`src/rtl/demux2_rr.sv`:
```
// demux2_rr: 1-to-2 round-robin lane splitter.
// Successive accepted input words go strictly alternately to lane 0 and lane 1.
// Each lane is a 1-entry registered buffer with its own valid/ready handshake.
module demux2_rr #(
   parameter int unsigned WIDTH = 8
) (
   input  logic             clk,
   input  logic             rst,
   input  logic [WIDTH-1:0] i,
   input  logic             i_valid,
   output logic             i_ready,
   output logic [WIDTH-1:0] q0,
   output logic             q0_valid,
   input  logic             q0_ready,
   output logic [WIDTH-1:0] q1,
   output logic             q1_valid,
   input  logic             q1_ready,
   output logic             nxt
);

   // Lane selector encodings (nxt is the round-robin pointer)
   localparam logic [0:0] LANE0 = 1'b0;
   localparam logic [0:0] LANE1 = 1'b1;

   logic             tgt_valid;
   logic             tgt_ready;
   logic             load;
   logic             load0;
   logic             load1;
   logic             nxt_d;
   logic             q0_valid_d;
   logic             q1_valid_d;
   logic [WIDTH-1:0] q0_d;
   logic [WIDTH-1:0] q1_d;

   // Next-state and input handshake; alternation is never skipped, so only
   // the target lane's occupancy decides i_ready.
   always_comb begin
      tgt_valid  = q0_valid;
      tgt_ready  = q0_ready;
      i_ready    = 1'b0;
      load       = 1'b0;
      load0      = 1'b0;
      load1      = 1'b0;
      nxt_d      = nxt;
      q0_valid_d = q0_valid;
      q1_valid_d = q1_valid;
      q0_d       = q0;
      q1_d       = q1;

      if (nxt == LANE1) begin
         tgt_valid = q1_valid;
         tgt_ready = q1_ready;
      end

      i_ready = ~tgt_valid | tgt_ready;
      load    = i_valid & i_ready;
      load0   = load & (nxt == LANE0);
      load1   = load & (nxt == LANE1);

      if (load) begin
         nxt_d = ~nxt;
      end

      // Drain clears valid; a load on the same edge wins and keeps it set.
      if (q0_valid & q0_ready) begin
         q0_valid_d = 1'b0;
      end
      if (load0) begin
         q0_valid_d = 1'b1;
         q0_d       = i;
      end

      if (q1_valid & q1_ready) begin
         q1_valid_d = 1'b0;
      end
      if (load1) begin
         q1_valid_d = 1'b1;
         q1_d       = i;
      end
   end

   // State registers; reset discards any held words and returns to lane 0.
   always_ff @(posedge clk or posedge rst) begin
      if (rst) begin
         nxt      <= LANE0;
         q0_valid <= 1'b0;
         q1_valid <= 1'b0;
         q0       <= '0;
         q1       <= '0;
      end else begin
         nxt      <= nxt_d;
         q0_valid <= q0_valid_d;
         q1_valid <= q1_valid_d;
         q0       <= q0_d;
         q1       <= q1_d;
      end
   end

endmodule

```
`config.mk`:
```
export PLATFORM = sky130hd
export DESIGN_NAME = demux2_rr
export DESIGN_NICKNAME = d
export VERILOG_FILES = /design/src/rtl/demux2_rr.sv
export SDC_FILE = /design/constraint.sdc
export NUM_CORES = 1
export LEC_CHECK = 0
export BUFFER_PORTS_ARGS = -buffer_cell sky130_fd_sc_hd__buf_2
export CORE_MARGIN = 2
export CORE_UTILIZATION = 25
export CTS_CLUSTER_SIZE = 24
export DETAILED_ROUTE_END_ITERATION = 8
export GPL_TIMING_DRIVEN = 1
export SYNTH_ARGS = -nofsm -noshare
export SYNTH_HDL_FRONTEND = slang
export SYNTH_SLANG_ARGS = --single-unit
```
`constraint.sdc`:
```
create_clock -name clk -period 1.6 [get_ports clk]
set_input_delay 0.16 -clock clk [delete_from_list [all_inputs] [get_ports clk]]
set_output_delay 0.16 -clock clk [all_outputs]
set_load 0.05 [all_outputs]
```
==> qor.yml <==
post-synth-top-count-cell: "dfrtp_1"
grt_pass1_wl_mm: 2.50
detail_route.wl_per_cell_um: 13.1
crit_path_start: "q1_valid"
htree_levels: 1
antenna_found_initial: 0
fin_nets: 101
area_delta_synth_final_pct: 32.9
grt_pass1_vias: 541
synthTopCellsByArea: "dfrtp_1 (64%), mux2_2 (24%), nand2b_1 (1.7%)"
wirelength_mm: 1.54
start_util_pct: 26.6
place_area_um2: 947
first_pass_iters: 2
ant_nets: 0
setup_tns_ns: 0
yosysSeqAreaShare_pct: 64.2
post-route-period-util_pct: 92.0
drive_gt1_share_pct: 64.4
io_pins: 33
synth.cell_area_um2: 741
ys.flop_type: "dfrtp_1"
track_usage_pct: 9.85
avgSynthCellArea_um2: 15.1
yosysTopAreaCellShare_pct: 64.2
min_from: "i[6]"
synth_largest_area_cell: "dfrtp_1"
period_minus_slack_ns: 1.47
max_slew_margin_pct: 50.2
async_reset_ff_share_pct: 100
synth_edf_count: 0
hp-class: "in -> reg"
r2r_cells: 4
grt_max_degree: 20
drv_slew: 0
numPortBuffers: 32
r2r-end: "q0[7]"
fin_area_um2: 985
timing.fmax_mhz: 680
drc: 0
arrival_ns: 1.31
critical_path.cell_chain: "and2b_1, a21oi_2, buf_2"
crit_type: "reg -> out"
cpLargestDelayFamily: "flip-flops"
cts_tree: "built"
slowest_delay_ns: 0.38
cp.required_ns: 1.44
r2r_slack_ns: 0.17
dieWidth_um: 58.4
synth_warnings: 0
rows: 19
hold_viol: 0
whs_path_depth: 2
ctsRootBufferMaster: "clkbuf_4"
path_buf_inv: 1
max_cap_violations: 0
startpoint_type: "flip-flop"
dieHeight_um: 58.4
setup_violations: 0
synthCells: 49
synth-seq-cells: 19
place_congestion: 0.629
skew_ns: 0.00247
cts_buffers: 3
yosys-top-cells-count: "dfrtp_1 (19), mux2_2 (16)"
clock_path_buffers: 2
worst_pin_slew_ns: 0.746
min_to: "q1[6]"
grt_overflow: 0
cpMaxStageDelayCell: "dfrtp_1"
critPathCaptureType: "output port"
cts_sinks: 19
via_per_inst: 4.49
dp.final_hpwl_mm: 1.17
yosysUniqueCellTypes: 12
cts_setup_buffers: 0
core_mm2: 0.00278
syn-num-nets: 62
vias: 530
critical_path_peak_fanout: 3
cts-resized-gates: 0
rsz0062_at_grt: "no"
drt_iter0_drc: 5
worstSkewPairLatency_ns: 0.30
r2r-start: "nxt"
status: "finished, final reports clean"
diodes: 0
die_area_mm2: 0.00341
path_clk_slew_ns: 0.11
==> timing repair <==
| item | in CTS | in global routing |
|---|---|---|
| setup endpoints to repair | 0 | 0 |
| hold buffers | 1 | 0 |
| endpoints found under the hold margin | 19 | 0 |
==> metrics by stage <==
step | util, % | hold slack, ns | instances | worst slack (ns)
final | 35.4 | 0.0966 | 118 | 0.129
after global routing | 35.4 | 0.0728 | 118 | 0.0716
after CTS | 35.4 | 0.0861 | 118 | 0.126
after detailed placement | 34.1 | 0.322 | 113 | 0.209
after global placement | 34.1 | 0.305 | 113 | 0.248
after floorplan | - | 0.111 | 49 | 0.0252
==> metal layers <==
layer	track usage, %	share of wire [%]	vias up
met2	16.2	50	21
met4	5.98	1.6	0
met5	0	0	-
met3	2.86	6.5	4
met1	11.3	41	262
li1	-	-	243
==> sequential cells by signal, summed over array words and instances, names as in the netlist <==
name and count:
q0 8, q1 8, nxt 1, q0_valid 1, q1_valid 1
==> cell type report <==
class,count,area [um^2]
Clock buffer,3,22.5
Multi-Input combinational cell,28,254
Clock inverter,1,5.00
Inverter,1,3.75
Tap cell,31,38.8
Timing Repair Buffer,35,185
Fill cell,283,1800
Sequential cell,19,475
==> cells by family after synthesis <==
family          share of synthesized area (%)
compound gates                           2.37
buf+inv                                  2.03
flops                                    64.2
mux                                      24.3
simple gates                             7.10
==> worst register-to-register path: stages, from the launching register on <==
cell and delay, ns:
dfrtp_1 0.46, nand2b_1 0.19, nor2b_1 0.16, buf_4 0.17
mux2_2 0.34
==> layout by cell type (no fill, tap or decap), drive strengths merged <==
master	count
nor2	3
mux2	16
clkbuf	3
a21oi	2
dfrtp	19
dlygate4sd3	1
nand2b	2
clkinv	1
nor2b	1
buf	34
nand2	2
a21o	1
and2b	1
inv	1
==> worst max path at each step <==
stage	endpoint	slack [ns]	cells past startpoint
floorplan	q1[0]	0.03	3
global placement	q0[2]	0.25	4
detailed placement	q0[7]	0.21	4
CTS	i_ready	0.13	3
global route	i_ready	0.07	3
finish	i_ready	0.13	3
Power is not shown: default switching activity piles up to over one toggle a cycle in this logic, so the estimate is an artifact.
